<file path="src/rtl/hub75_pkg.sv">
// Shared HUB75 frame geometry, frame-RAM addressing and bank reset values,
// used by both the ingest side and the fetch/shift address generator.
package hub75_pkg;

  localparam int   COLS          = 128;
  localparam int   ROWS          = 128;
  localparam int   XW            = $clog2(COLS);
  localparam int   YW            = $clog2(ROWS);
  localparam int   PIX_W         = 24;
  localparam int   ADDR_W        = 1 + YW + XW;
  localparam logic WR_BANK_RST   = 1'b0;
  localparam logic DISP_BANK_RST = 1'b1;

  typedef enum logic [1:0] {
    IDLE,
    RECV,
    WAIT_SWAP
  } ingest_state_t;

endpackage

</file>
<file path="src/rtl/hub75_byte_to_pixel.sv">
// Assembles R,G,B bytes into a 24-bit pixel; pix_vld is combinational with the
// accepted B byte, no backpressure of its own (caller qualifies load).
module hub75_byte_to_pixel
  import hub75_pkg::*;
(
  input  logic             clk,
  input  logic             rst,
  input  logic             load,
  input  logic             sof,
  input  logic [7:0]       data,
  output logic [1:0]       phase,
  output logic             pix_vld,
  output logic [PIX_W-1:0] pix_dat
);

  logic [7:0] r_byte;
  logic [7:0] g_byte;

  // An SOF byte always restarts assembly as R, whatever the phase.
  assign pix_vld = load && !sof && (phase == 2'd2);
  assign pix_dat = {r_byte, g_byte, data};

  always_ff @(posedge clk) begin
    if (rst) begin
      phase  <= 2'd0;
      r_byte <= 8'd0;
      g_byte <= 8'd0;
    end else if (load) begin
      if (sof || phase == 2'd0) begin
        r_byte <= data;
        phase  <= 2'd1;
      end else if (phase == 2'd1) begin
        g_byte <= data;
        phase  <= 2'd2;
      end else begin
        phase <= 2'd0;
      end
    end
  end

endmodule

</file>
<file path="src/rtl/hub75_pixel_ingest.sv">
// Byte stream to double-buffered frame RAM; write issues 1 cycle after the B byte.
// in_ready drops only while a complete frame waits for the display-side swap.
module hub75_pixel_ingest #(
  parameter int COLS = hub75_pkg::COLS,
  parameter int ROWS = hub75_pkg::ROWS,
  parameter int XW   = $clog2(COLS),
  parameter int YW   = $clog2(ROWS)
) (
  input  logic             sys_clk,
  input  logic             rst,
  input  logic [7:0]       in_data,
  input  logic             in_valid,
  input  logic             in_sof,
  output logic             in_ready,
  input  logic             frame_done,
  output logic             wr_en,
  output logic [YW+XW:0]   wr_addr,
  output logic [23:0]      wr_data,
  output logic             display_bank,
  output logic             swap_pending,
  output logic             sync_err,
  output logic [7:0]       frame_cnt
);

  import hub75_pkg::*;

  ingest_state_t    state;
  ingest_state_t    state_nxt;
  logic [XW-1:0]    x;
  logic [YW-1:0]    y;
  logic             write_bank;
  logic             accept;
  logic             sof_hit;
  logic             load;
  logic             last_pix;
  logic [1:0]       phase;
  logic             pix_vld;
  logic [PIX_W-1:0] pix_dat;

  assign in_ready     = (state != WAIT_SWAP);
  assign swap_pending = (state == WAIT_SWAP);
  // Holding a single bank bit makes display/write complementarity structural.
  assign display_bank = ~write_bank;

  assign accept   = in_valid && in_ready;
  assign sof_hit  = accept && in_sof;
  assign load     = accept && (in_sof || state == RECV);
  assign last_pix = pix_vld && (x == XW'(COLS - 1)) && (y == YW'(ROWS - 1));

  hub75_byte_to_pixel u_b2p (
    .clk     (sys_clk),
    .rst     (rst),
    .load    (load),
    .sof     (in_sof),
    .data    (in_data),
    .phase   (phase),
    .pix_vld (pix_vld),
    .pix_dat (pix_dat)
  );

  always_comb begin
    state_nxt = state;
    case (state)
      IDLE:      if (sof_hit)    state_nxt = RECV;
      RECV:      if (last_pix)   state_nxt = WAIT_SWAP;
      WAIT_SWAP: if (frame_done) state_nxt = IDLE;
      default:                   state_nxt = IDLE;
    endcase
  end

  always_ff @(posedge sys_clk) begin
    if (rst) begin
      state      <= IDLE;
      write_bank <= WR_BANK_RST;
      wr_en      <= 1'b0;
      wr_addr    <= '0;
      wr_data    <= '0;
      sync_err   <= 1'b0;
      frame_cnt  <= 8'd0;
      x          <= '0;
      y          <= '0;
    end else begin
      state <= state_nxt;
      wr_en <= pix_vld;
      if (sof_hit) begin
        x <= '0;
        y <= '0;
        if (state == RECV && (phase != 2'd0 || x != '0 || y != '0)) sync_err <= 1'b1;
      end else if (pix_vld) begin
        wr_addr <= {write_bank, y, x};
        wr_data <= pix_dat;
        x       <= x + 1'b1;
        if (x == XW'(COLS - 1)) y <= y + 1'b1;
      end
      if (state == WAIT_SWAP && frame_done) begin
        write_bank <= ~write_bank;
        frame_cnt  <= frame_cnt + 8'd1;
      end
    end
  end

endmodule

</file>
<file path="config.mk">
export PLATFORM = sky130hd
export DESIGN_NAME = hub75_pixel_ingest
export DESIGN_NICKNAME = d
export VERILOG_FILES = /design/src/rtl/hub75_pkg.sv /design/src/rtl/hub75_byte_to_pixel.sv /design/src/rtl/hub75_pixel_ingest.sv
export SDC_FILE = /design/constraint.sdc
export NUM_CORES = 1
export LEC_CHECK = 0
export ABC_AREA = 1
export BUFFER_PORTS_ARGS = -buffer_cell sky130_fd_sc_hd__buf_2
export CORE_MARGIN = 4
export CORE_UTILIZATION = 55
export CTS_BUF_LIST = sky130_fd_sc_hd__clkbuf_16
export DETAILED_ROUTE_END_ITERATION = 8
export PLACE_DENSITY = 0.8
export SYNTH_ARGS = -nofsm -noshare
export SYNTH_HDL_FRONTEND = slang
export SYNTH_HIERARCHICAL = 1
export SYNTH_SLANG_ARGS = --single-unit
</file>
<file path="constraint.sdc">
create_clock -name sys_clk -period 2.6 [get_ports sys_clk]
set_input_delay 0.26 -clock sys_clk [delete_from_list [all_inputs] [get_ports sys_clk]]
set_output_delay 0.26 -clock sys_clk [all_outputs]
set_load 0.03 [all_outputs]
</file>
After elaboration in Yosys (flattened, before gate mapping)

Index checks and enable logic that the tools add are counted.

Bits in registers: 84
Input port bits: 13
Output and inout port bits: 52
Word-level logic and storage cells: 60

Add/subtract/negate cells: 3
Equal/unequal tests: 10
Multiplexer cells: 6
Bitwise gates (word level): 3
Reduce and logical (&&, ||, !) cells: 26

Operators with widths:

| cell                  | number |
|---|---|
| $add A7 B1 Y7 const B | 2 |
| $eq A7 B7 Y1 const B  | 2 |
| $reduce_bool A7 Y1    | 2 |
| $mux W2               | 5 |
| $logic_and A1 B1 Y1   | 9 |
| $add A8 B1 Y8 const B | 1 |
| $ne A2 B2 Y1 const B  | 4 |
| $reduce_and A2 Y1     | 4 |
| $pmux W2 S3           | 1 |
| $reduce_and A3 Y1     | 2 |
| $eq A2 B1 Y1 const B  | 2 |
| $eq A2 B2 Y1 const B  | 2 |
| $logic_not A2 Y1      | 2 |
| $logic_or A1 B1 Y1    | 4 |
| $not A1 Y1            | 3 |
| $reduce_bool A2 Y1    | 1 |
| $reduce_or A2 Y1      | 1 |
| $logic_not A1 Y1      | 1 |

Longest topological paths before layout

Gate-level depths: netlist of run 1.

Depth after elaboration: 9
Gate-level depth with buffers: 16

Cells and area by module

Netlist of run 1, hierarchy kept.

By module, submodules not included:

| module              | times used | cells an instance | area each (um^2) | sequential area each (um^2) |
|---|---|---|---|---|
| hub75_pixel_ingest  | 1          | 367               | 2720.1           | 1321.3 |
| hub75_byte_to_pixel | 1          | 117               | 912.1            | 360.3 |

Least setup slack after synthesis of run 1

No wires, ideal clock.

Path kind: register -> register
From: register state[0]
To: register y[6]
Library setup time: 113 ps
Arrival time: 2159 ps
Data required time: 2487 ps
Slack: 328 ps
Stages on the path, launching flop included: 16
Path buffers: 2
Clock period less this slack: 2272 ps
Cells stage by stage: dfxtp_1 -> nor2_4 -> nor2_4 -> inv_1 -> o21ai_0 -> buf_6 -> nand2_4 -> nor3_1 -> nand2_1 -> nor2_1 -> nand2_1 -> buf_6 -> nor2_1 -> nand2_1 -> nand2_1 -> nor2_1

Longest elaborated chain between the ends: 6
Elaborated cells on any way between the ends: 10

RTL lines:

| item                                                      | RTL line                                           | RTL |
|---|---|---|
| start: declaration                                        | hub75_pixel_ingest.sv:27                           | `ingest_state_t state;` |
| start signal: assignment                                  | hub75_pixel_ingest.sv:83                           | `state <= state_nxt;` |
| $ne A2 B2 Y1 or $eq A2 B1 Y1 (tied branches)              | hub75_pixel_ingest.sv:40, hub75_pixel_ingest.sv:47 |  |
| $logic_and A1 B1 Y1 or $logic_or A1 B1 Y1 (tied branches) | hub75_pixel_ingest.sv:45, hub75_pixel_ingest.sv:47 |  |
| $logic_and A1 B1 Y1 *                                     | hub75_pixel_ingest.sv:47                           | `assign load = accept && (in_sof \|\| state == RECV);` |
| via load                                                  | hub75_pixel_ingest.sv:34                           | `logic load;` |
| $logic_and A1 B1 Y1 * (2 in a row)                        | hub75_byte_to_pixel.sv:20                          | `assign pix_vld = load && !sof && (phase == 2'd2);` |
| via pix_vld                                               | hub75_pixel_ingest.sv:37                           | `logic pix_vld;` |
| $reduce_and A2 Y1 (no line) *                             | n/a                                                |  |
| end signal: assignment                                    | hub75_pixel_ingest.sv:93                           | `if (x == XW'(COLS - 1)) y <= y + 1'b1;` |
| end: declaration                                          | hub75_pixel_ingest.sv:30                           | `logic [YW-1:0] y;` |

The timed path passes the listed nets; every way through them passes the cells marked *.
A chain may end at the register's enable or synchronous reset.

Worst setup path after layout of run 1

From: register state[0]
To: register state[1]

Longest elaborated chain between the ends: 9
Elaborated cells on any way between the ends: 17

RTL lines:

| item                                                      | RTL line                                           | RTL |
|---|---|---|
| $ne A2 B2 Y1 or $eq A2 B1 Y1 (tied branches)              | hub75_pixel_ingest.sv:40, hub75_pixel_ingest.sv:47 |  |
| $logic_and A1 B1 Y1 or $logic_or A1 B1 Y1 (tied branches) | hub75_pixel_ingest.sv:45, hub75_pixel_ingest.sv:47 |  |
| $logic_and A1 B1 Y1 *                                     | hub75_pixel_ingest.sv:47                           |  |
| via load                                                  | hub75_pixel_ingest.sv:34                           |  |
| $logic_and A1 B1 Y1 * (2 in a row)                        | hub75_byte_to_pixel.sv:20                          |  |
| via pix_vld                                               | hub75_pixel_ingest.sv:37                           |  |
| $logic_and A1 B1 Y1 * (2 in a row)                        | hub75_pixel_ingest.sv:48                           | `assign last_pix = pix_vld && (x == XW'(COLS - 1)) && (y == YW'(ROWS - 1));` |
| $ne A2 B2 Y1 (no line) *                                  | n/a                                                |  |
| $reduce_and A3 Y1 (no line) *                             | n/a                                                |  |

Marked as above.

==> reports/qor.csv, run 1 <==
stage,metric,value,unit
sta,worst_pin_slew,0.857,ns
die,pin_count,65,
critical_path,critPathMaxStageDelay,0.40,ns
place,gp_congestion,0.864,
cells_and_area,nNetsFinal,555,
cts,cts_tree,yes,
synth,synth_nets,502,
sta,drv_slew,0,
critical_path,cp.arrival,2.56,ns
synth,ys.flop_type,dfxtp_1,
cts,cts_sinks,84,
power_and_ir_drop,power.internal,2.04,mW
die,fp.coreArea,6390,sq um
synth,syn_inst,484,
critical_path,slowest_stage,dfxtp_1,
sta,min_period,2.30,ns
grt,antenna_found_initial,0,
route,wl_per_cell,12.7,um
cts,clkTransAtPathRegs,0.06,ns
cts,htree_num_levels,3,
place,portBuffers,64,
critical_path,cp_cell_sequence,"nor2_4, nor2_4, inv_1, o21ai_2, nand2_4, nor3_2, buf_4, nand2_1, nor2_1, nand2_1, inv_1, nand2_1, nand2_1, nand2_1, nor2_1",
critical_path,cp_common_cell,nand2_1,
route,antenna_left,0,
job,drv_cap,0,
power_and_ir_drop,powerDensity,648,nW/um^2
place,pre_cts_slack,0.212,ns
route,wl_met3,333,um
synth,syn_avg_cell_area,7.50,sq um
place,hpwl,5390,um
power_and_ir_drop,p_leak,1.98,nW
sta,worst_slack,0.299,ns
route,top_layer_used,met4,
synth,synth_top_area_share,46.3,%
power_and_ir_drop,swShare,24.7,%
route,dr.first_iter.drc_count,136,
route,via_per_inst,5.05,
sta,skew,0.00662,ns
critical_path,worstSetupPathType,reg2reg,
synth,synth_edf_count,0,
critical_path,end_kind,flop,
synth,ys_types,31,
synth,seq_area_frac_synth,46.3,%
synth,yosysWarnings,6,
status,status,"complete, no violations",
die,std_cell_rows,29,
critical_path,worst_ep_required_time,2.86,ns
sta,setup_viol,0,
grt,overflow,0,
power_and_ir_drop,p_sw,668,uW
power_and_ir_drop,ir_worst_vdd,405,uV
route,wl_met2,3850,um
route,dr.pass1.iters,4,
route,wl_met1,3490,um
grt,grt_pass1_vias,2940,
cts,clk_latency,0.33,ns
synth,synth.cell_area,3630,sq um
critical_path,critPathLaunchType,flop,
power_and_ir_drop,power,2.70,mW
sta,finalSetupTns,0,ns
synth,yosys-top-cells-count,"105 x nor2_1, 84 x dfxtp_1, 84 x nand2_1",
synth,synth_most_common_cell,nor2_1,
sta,max_slew_margin,42.9,%
synth,synth-seq-cells,84,
sta,fmax,0.435,GHz
grt,grt_max_degree,29,
route,postRouteWirelength,7870,um
synth,synth_top_area_cell,dfxtp_1,
cells_and_area,diodes,0,
grt,grt_use_total,21.1,%
sta,hold_viol_final,0,
route,drc,0,
die,start_util,56.9,%
die,die_h,89.3,um
route,num_vias,3128,
critical_path,crit_fanout,11,
synth,synth.area.top_cells,"dfxtp_1 46%, nor2_1 11%, nand2_1 8.7%, o21ai_0 5.5%, a21oi_1 4.0%",
cts,cts_buffers,9,
cts,cts_setup_buffers,0,
cells_and_area,drive_gt1_share,22.0,%
sta,rsz0062_at_grt,false,
sta,period_share,88.5,%
die,die_area,7970,sq um
cells_and_area,syn_to_final_growth,14.8,%
power_and_ir_drop,clock_power_share,43.0,%
cts,cts_max_path_buffers,2,
power_and_ir_drop,combPwrFrac,7.6,%
synth,async_flop_share,0,%
power_and_ir_drop,pwr-share-seq,49.5,%
grt,grt_pass1_wl,13200,um
die,die-width,89.3,um
cts,cts_root_buffer,clkbuf_16,
worst_hold_path,hp-class,in2reg,
## area by class of cell
cell class / count / area [sq um]
clock buffer: 9 / 225
sequential: 84 / 1680
multi-input combinational: 330 / 1590
fill: 556 / 2220
inverter: 43 / 164
clock inverter: 7 / 50.0
timing repair buffer: 69 / 358
tap: 77 / 96.3
## logic make-up after synthesis
| family | synth area share (%) |
|---|---|
| simple gates | 27.2 |
| fa+ha+maj | 1.72 |
| xor+xnor | 0.724 |
| flops | 46.3 |
| buf+inv | 10.1 |
| compound gates | 14.0 |
## final timing paths
path,slack (ns),end,cells after the start,start
worst min-delay path,0.18,wr_data[7],3,in_data[7]
worst max-delay path,0.30,state[1],15,state[0]
worst max register to register,0.30,state[1],15,state[0]
worst min register to register,0.49,x[2],2,x[2]
## sequential cells by signal, indices dropped and copies added (netlist names)
signal	flops
u_b2p/r_byte	8
sync_err	1
state	2
y	7
u_b2p/g_byte	8
wr_addr	15
write_bank	1
wr_en	1
frame_cnt	8
u_b2p/phase	2
wr_data	24
x	7
## critical path, delay by kind of cell (launching register included)
kind | cells | cell delay, ns
AOI/OAI and AO/OA | 1 | 0.10
buffers and inverters | 3 | 0.51
DFF | 1 | 0.40
and+or+nand+nor | 11 | 1.21
## power groups by stage
stage          clock network, mW  registers [mW]  logic (mW)
2_1_floorplan                  0            1.37       0.165
3_3_place_gp                   0            1.36       0.198
3_5_place_dp                   0            1.37       0.203
4_1_cts                     1.19            1.34       0.205
5_1_grt                     1.25            1.34       0.231
6_report                    1.16            1.34       0.205
## through the flow
step	area (sq um)	util, %	hold WS [ns]	cells
after CTS	4160	65.2	0.181	619
after floorplan	3630	-	0.322	484
after global routing	4170	65.3	0.191	619
after detailed placement	3890	60.9	0.479	603
after global placement	3890	60.9	0.436	603
final	4170	65.3	0.183	619
## routing by layer
layer,up-vias,GRT usage (%)
met2,83,35.2
met3,17,4.88
li1,1632,-
met1,1396,26.4
met5,-,0
met4,0,8.53
## cells in the final DEF, fill, tap and decap left out, types with 2 or more instances in the layout
cell type,count
inv_2,4
clkinv_2,3
nor2_2,8
nor2_1,105
buf_4,5
dfxtp_1,84
a21oi_1,29
o21ai_0,39
inv_6,3
buf_2,64
nand2_1,84
o21ai_2,2
nand2_2,2
xor2_1,3
nor2_8,2
clkbuf_16,9
nand4_1,2
o21ai_1,8
nor2_4,3
ha_1,5
a31oi_1,2
nand3_1,19
nor3_1,2
a21oi_2,10
inv_1,38
## what timing repair did
| item | in CTS | in global routing |
|---|---|---|
| hold buffers | 0 | 0 |
| gates resized for setup | 0 | 1 |
| setup endpoints to repair | 0 | 1 |
(Power assumes the default switching activity.)
==> inputs of run 2 (changes only) <==
--- a/config.mk
+++ b/config.mk
@@ -12,6 +12,7 @@
 export CTS_BUF_LIST = sky130_fd_sc_hd__clkbuf_16
 export DETAILED_ROUTE_END_ITERATION = 8
 export PLACE_DENSITY = 0.8
+export SETUP_SLACK_MARGIN = 0.5
 export SYNTH_ARGS = -nofsm -noshare
 export SYNTH_HDL_FRONTEND = slang
 export SYNTH_HIERARCHICAL = 1
==> run 2 against run 1 <==
Sequential share of layout area is 1.6 points lower; via count is 4.7% higher; non-clock buffer count is 8 higher; first-iteration DRC count is 44% higher; highest routed layer unchanged; clock-buffer cell count stayed put; final cell count is 1.5% higher; global-route usage hardly changed; maximum frequency is 15% higher; critical endpoint is now y[3]; largest power group is now clock; combinational power is 2% higher; die area stayed put; flip-flop and latch count stayed put.
==> reports/qor.csv, run 2 (synthesized netlist as in run 1, its figures left out) <==
stage,metric,value,unit,change
critical_path,worst_ep_required_time,2.82,ns,-0.04 ns
grt,overflow,0,,unchanged
sta,worst_slack,0.604,ns,+0.305 ns
place,hpwl,5430,um,+0.75%
critical_path,cp_cell_sequence,"inv_2, nor2_4, nor2_4, inv_1, o21ai_2, nand2_4, nor3_4, nand2_1, nor2_2, nand2_4, buf_4, o21ai_0, a21oi_1",,
power_and_ir_drop,combPwrFrac,7.0,%,-0.6 points
sta,period_share,76.8,%,-12 points
sta,hold_viol_final,0,,unchanged
power_and_ir_drop,pwr-share-seq,44.7,%,-4.8 points
die,std_cell_rows,29,,unchanged
cts,cts_sinks,84,,unchanged
cells_and_area,largest_reg_flops,24,,unchanged
cts,htree_num_levels,3,,unchanged
sta,skew,0.0121,ns,+0.00545 ns
route,num_vias,3276,,+4.7%
critical_path,worstSetupPathType,reg2reg,,
route,wl_per_cell,13.0,um,+2.5%
place,placed_area,3890,sq um,about the same
route,antenna_left,0,,unchanged
cells_and_area,diodes,0,,unchanged
cts,clk_latency,0.33,ns,about the same
critical_path,critPathLaunchType,flop,,
power_and_ir_drop,power,2.99,mW,+11%
grt,grt_use_total,21.1,%,about the same
sta,fmax,0.501,GHz,+15%
die,fp.coreArea,6390,sq um,unchanged
critical_path,critPathMaxStageDelay,0.33,ns,-0.07 ns
route,via_per_inst,5.22,,+3.2%
grt,grt_max_degree,33,,+14%
die,pin_count,65,,unchanged
cts,cts_max_path_buffers,2,,unchanged
grt,grt_pass1_vias,2965,,+0.85%
grt,grt.busiest_layer,met2,,
cts,clkTransAtPathRegs,0.07,ns,about the same
grt,met2_usage,35.6,%,+0.40 points
cells_and_area,fin_util,68.0,%,+2.7 points
power_and_ir_drop,power.internal,2.32,mW,+14%
route,dr.first_iter.drc_count,196,,+44%
sta,worst_pin_slew,0.828,ns,-0.0285 ns
die,die-width,89.3,um,unchanged
route,drc,0,,unchanged
power_and_ir_drop,clock_power_share,48.3,%,+5.3 points
status,status,"complete, no violations",,
route,postRouteWirelength,8180,um,+4.0%
cells_and_area,layout_commonest_cell,nor2_1,,
place,portBuffers,64,,unchanged
cells_and_area,nNetsFinal,564,,+1.6%
power_and_ir_drop,ir_worst_vdd,425,uV,+4.9%
die,die_area,7970,sq um,unchanged
place,dpl.cell_count,602,,-0.17%
sta,drv_slew,0,,unchanged
place,gp_congestion,0.817,,-5.4%
place,pre_cts_slack,0.213,ns,+0.000938 ns
die,start_util,56.9,%,unchanged
cells_and_area,drive_gt1_share,24.1,%,+2.2 points
sta,setup_viol,0,,unchanged
cells_and_area,fillers,529,,-4.9%
cells_and_area,finalInstanceArea,4340,sq um,+4.1%
sta,max_slew_margin,44.8,%,+1.9 points
grt,grtUsageMet1,27.0,%,+0.56 points
cells_and_area,fin_cells,628,,+1.5%
route,dr.pass1.iters,4,,unchanged
sta,min_period,2.00,ns,-0.305 ns
die,die_h,89.3,um,unchanged
cells_and_area,syn_to_final_growth,19.5,%,
cts,cts.hold.buffers_added,0,,unchanged
sta,finalSetupTns,0,ns,unchanged
grt,antenna_found_initial,0,,unchanged
critical_path,slowest_stage,dfxtp_1,,
worst_hold_path,hp-class,in2reg,,
sta,whs,0.172,ns,-0.0110 ns
cells_and_area,final_cell_mix,"104 x nor2_1, 83 x dfxtp_1, 82 x nand2_1, 64 x buf_2",,
power_and_ir_drop,swShare,22.4,%,-2.3 points
grt,use_met3,3.87,%,-1.0 points
cells_and_area,reg_top3,"wr_data x24, wr_addr x15",,
cts,cts_buffers,9,,unchanged
power_and_ir_drop,powerDensity,690,nW/um^2,+6.4%
grt,grt_pass1_wl,13300,um,+0.79%
cts,cts_tree,yes,,
critical_path,crit_fanout,8,,-3
power_and_ir_drop,p_leak,2.07,nW,+4.7%
job,drv_cap,0,,unchanged
cells_and_area,regMostFlops,wr_data,,
sta,rsz0062_at_grt,false,,
critical_path,cp.arrival,2.21,ns,-0.35 ns
critical_path,end_kind,flop,,
power_and_ir_drop,p_sw,672,uW,+0.66%
cts,cts_root_buffer,clkbuf_16,,
==> run 2: layout make-up <==
cell class	instances	area, sq um	share of cell area, %
sequential	84	1680	38.8
multi-input combinational	331	1630	37.5
timing repair buffer	77	425	9.80
clock buffer	9	225	5.19
inverter	43	166	3.83
clock inverter	7	116	2.68
tap	77	96.3	2.22
==> run 2: final timing paths <==
kind	cells after the start	startpoint	slack [ns]	end
worst max-delay path	13	state[1]	0.60	y[3]
worst min-delay path	3	in_data[7]	0.17	wr_data[7]
worst max register to register	13	state[1]	0.60	y[3]
worst min register to register	2	sync_err	0.46	sync_err
==> run 2: worst max-delay path: cells and delay by family, from the launching register on <==
kind	cells	cell delay (ns)
simple gates	7	0.96
flops	1	0.33
compound gates	3	0.30
buf+inv	3	0.29
==> run 2: per-layer routing <==
metal  part of all wire, %  vias up  routed length, um
li1                      -     1662                  -
met1                    44     1530               3640
met2                    50       68               4070
met3                   4.1       16                332
met4                   1.8        0                146
met5                     0        -                  0
==> run 2: what timing repair did <==
item / in CTS / in global routing
cloned: 1 / 0
pin swaps: 2 / 5
setup endpoints to repair: 46 / 39
hold endpoints to repair: 0 / 0
setup buffers: 1 / 8
gates resized for setup: 2 / 10
==> run 2: power by group through the flow <==
| stage | Clock [mW] | Sequential, mW | Combinational (mW) |
|---|---|---|---|
| 2_1_floorplan | 0 | 1.37 | 0.165 |
| 3_3_place_gp | 0 | 1.37 | 0.198 |
| 3_5_place_dp | 0 | 1.37 | 0.202 |
| 4_1_cts | 1.46 | 1.34 | 0.207 |
| 5_1_grt | 1.52 | 1.34 | 0.232 |
| 6_report | 1.45 | 1.34 | 0.209 |
==> inputs of run 3 (changes only) <==
--- a/config.mk
+++ b/config.mk
@@ -5,13 +5,13 @@
 export SDC_FILE = /design/constraint.sdc
 export NUM_CORES = 1
 export LEC_CHECK = 0
-export ABC_AREA = 1
+export ABC_AREA = 0
 export BUFFER_PORTS_ARGS = -buffer_cell sky130_fd_sc_hd__buf_2
 export CORE_MARGIN = 4
-export CORE_UTILIZATION = 55
+export CORE_UTILIZATION = 50
 export CTS_BUF_LIST = sky130_fd_sc_hd__clkbuf_16
 export DETAILED_ROUTE_END_ITERATION = 8
-export PLACE_DENSITY = 0.8
+export PLACE_DENSITY = 0.77
 export SETUP_SLACK_MARGIN = 0.5
 export SYNTH_ARGS = -nofsm -noshare
 export SYNTH_HDL_FRONTEND = slang
==> constraint.sdc (replaced) <==
create_clock -name sys_clk -period 1.6 [get_ports sys_clk]
set_input_delay 0.16 -clock sys_clk [delete_from_list [all_inputs] [get_ports sys_clk]]
set_output_delay 0.16 -clock sys_clk [all_outputs]
set_load 0.03 [all_outputs]
==> run 3 against run 2 <==
The run now ends with setup timing left; routed wire length increased by 49%; total power up 45%; clock power increased by 35%; largest power group is now sequential cells; highest routed layer unchanged.
==> reports/qor.csv, run 3 <==
stage,metric,value,unit,change
status,status,"complete, but fails checks",,
status,failed_checks,setup timing,,
sta,finalSetupTns,-14.06,ns,-14.06 ns
sta,setup_viol,73,,+73
critical_path,worstSetupPathType,reg2reg,,
cells_and_area,syn_to_final_growth,56.2,%,
cells_and_area,regMostFlops,wr_data,,
die,die-width,91.8,um,+2.8%
synth,synthMuxAreaShare,2.57,%,+2.6 points
sta,hold_viol_final,0,,unchanged
sta,rsz0062_at_grt,true,,
synth,syn_inst,402,,-17%
die,start_util,51.6,%,-5.2 points
place,hpwl,5280,um,-2.9%
die,die_area,8420,sq um,+5.7%
sta,period_share,121,%,+44 points
critical_path,cp.arrival,2.21,ns,about the same
die,die_h,91.8,um,+2.8%
cells_and_area,multi_input_area,2220,sq um,+37%
power_and_ir_drop,ir_worst_vdd,951,uV,+120%
die,pin_count,65,,unchanged
route,via_per_inst,5.68,,+8.9%
power_and_ir_drop,powerDensity,791,nW/um^2,+15%
synth,ys.flop_type,dfxtp_1,,
cells_and_area,drive_gt1_share,57.5,%,+33 points
cells_and_area,nNetsFinal,528,,-6.4%
synth,synth_top_area_share,47.9,%,+1.6 points
synth,ys_types,42,,+35%
cts,cts_buffers,9,,unchanged
cells_and_area,final_cell_mix,"73 x dfxtp_1, 55 x buf_2, 45 x nand2_1, 42 x a21oi_2, 39 x nand2_2",,
cts,clkTransAtPathRegs,0.07,ns,about the same
critical_path,r2r-end,wr_data[0],,
cells_and_area,largest_reg_flops,24,,unchanged
critical_path,critPathLaunchType,flop,,
die,std_cell_rows,30,,+3.4%
worst_hold_path,holdPathEnd,u_b2p/g_byte[1],,
critical_path,worst_ep_required_time,1.87,ns,-0.95 ns
synth,syn_avg_cell_area,8.73,sq um,+16%
power_and_ir_drop,power,4.33,mW,+45%
critical_path,crit_fanout,6,,-2
cells_and_area,reg_top3,"wr_data x24, wr_addr x15",,
power_and_ir_drop,p_leak,2.20,nW,+6.2%
critical_path,rrSetupSlack,-0.33,ns,-0.94 ns
synth,yosysWarnings,6,,unchanged
synth,synth_xor_area_share,4.24,%,+3.5 points
cts,cts_root_buffer,clkbuf_16,,
cells_and_area,fin_util,80.7,%,+13 points
worst_hold_path,hp-class,in2reg,,
sta,fmax,0.517,GHz,+3.3%
place,dpl.cell_count,556,,-7.6%
sta,drv_slew,0,,unchanged
synth,seq_area_frac_synth,47.9,%,+1.6 points
synth,synth_most_common_cell,nand2_1,,
cells_and_area,diodes,0,,unchanged
synth,synth-seq-cells,84,,unchanged
synth,synth_edf_count,0,,unchanged
synth,synthAdderAreaFrac,2.07,%,+0.35 points
critical_path,end_kind,flop,,
grt,overflow,0,,unchanged
grt,grt_pass1_vias,3221,,+8.6%
sta,min_period,1.93,ns,-0.0635 ns
route,dr.pass1.iters,5,,+1
sta,worst_pin_slew,0.397,ns,-0.431 ns
cts,cts_sinks,84,,unchanged
synth,synth.cell_area,3510,sq um,-3.4%
cells_and_area,fin_cells,611,,-2.7%
grt,grt_use_total,24.5,%,+3.4 points
route,drc,0,,unchanged
route,postRouteWirelength,12200,um,+49%
route,dr.first_iter.drc_count,241,,+23%
place,pre_cts_slack,-0.203,ns,-0.416 ns
synth,synth.area.top_cells,"dfxtp_1 48%, nand2_1 11%, a21oi_1 6.1%, nand2b_1 3.2%, buf_6 2.9%",,
sta,skew,0.00633,ns,-0.00574 ns
worst_hold_path,min_from,in_data[1],,
grt,grt_max_degree,41,,+24%
critical_path,worst-r2r-cell-count,10,,-3
cts,cts_max_path_buffers,2,,unchanged
synth,synth-compound-area-share,11.3,%,-2.8 points
critical_path,timing.rr.start,state[1],,
job,drv_cap,0,,unchanged
sta,whs,0.103,ns,-0.0695 ns
die,fp.coreArea,6790,sq um,+6.4%
place,portBuffers,64,,unchanged
grt,grt_pass1_wl,16400,um,+24%
place,gp_congestion,0.836,,+2.3%
route,num_vias,3472,,+6.0%
cells_and_area,seq_area,1700,sq um,+1.2%
cts,clk_latency,0.35,ns,+0.02 ns
synth,async_flop_share,0,%,unchanged
sta,max_slew_margin,73.5,%,+29 points
route,wl_per_cell,19.9,um,+53%
place,placed_area,4060,sq um,+4.5%
worst_hold_path,whs_path_depth,3,,unchanged
cells_and_area,fillers,351,,-34%
sta,worst_slack,-0.333,ns,-0.936 ns
synth,yosys-top-cells-count,"104 x nand2_1, 84 x dfxtp_1, 43 x a21oi_1",,
synth,synth_nets,420,,-16%
cells_and_area,layout_commonest_cell,dfxtp_1,,
cells_and_area,finalInstanceArea,5480,sq um,+26%
grt,antenna_found_initial,0,,unchanged
cts,htree_num_levels,3,,unchanged
synth,synth_top_family_by_area,simple AND/OR/NAND/NOR gates,,
route,antenna_left,0,,unchanged
cts,cts_tree,yes,,
synth,synthSimpleGateAreaFrac,24.5,%,-2.7 points
synth,synth_top_area_cell,dfxtp_1,,
## run 3: worst max-delay path: stages, from the launching register on
cell and delay (ns):
dfxtp_2 0.33, inv_2 0.03, maj3_2 0.29, and2_4 0.15, and4bb_4 0.24, buf_6 0.14
o21ai_4 0.14, buf_12 0.16, buf_16 0.12, nand2_1 0.09, a21oi_2 0.17
## run 3: metal layers
metal / global-route usage (%) / vias to the layer above / part of all wire, %
met2: 40.5 / 207 / 48
li1: - / 1537 / -
met3: 3.45 / 56 / 7.9
met1: 31.4 / 1672 / 39
met5: 0 / - / 0
met4: 11.8 / 0 / 4.5
## run 3: final cells by class
type                       instances  area share [%]
multi-input combinational        281            40.6
sequential                        84            31.1
timing repair buffer             125            20.4
clock buffer                       9            4.11
tap                               96            2.19
clock inverter                     7           0.868
inverter                           9           0.799
## run 3: cells by family (layout without fill, tap and decap cells)
family                     after synthesis  after routing
adders and majority gates                6              6
DFF                                     84             84
buffers and inverters                   39            150
muxes                                    9              9
xor gates and xnor gates                17             17
AOI/OAI and AO/OA                       66             68
and+or+nand+nor                        181            181
## run 3: worst max path at each step
stage	start	to	slack, ns	depth (start not counted)
6_report	state[1]	wr_data[0]	-0.33	10
5_1_grt	state[1]	wr_data[0]	-0.37	10
3_3_place_gp	state[1]	state[1]	-0.16	8
4_1_cts	state[1]	state[1]	-0.17	8
2_1_floorplan	state[1]	wr_addr[2]	-0.17	10
3_5_place_dp	state[1]	state[1]	-0.20	8
## run 3: timing repair
action / CTS / global route
resized for setup: 77 / 117
pin swaps: 51 / 63
hold buffers: 0 / 0
endpoints found under the setup margin: 86 / 92
cloned: 6 / 2
buffers inserted: 21 / 10
## run 3: where the power goes
part	switching (mW)	internal [mW]
Combinational	0.152	0.105
Clock	0.895	1.06
Sequential	0.0155	2.11
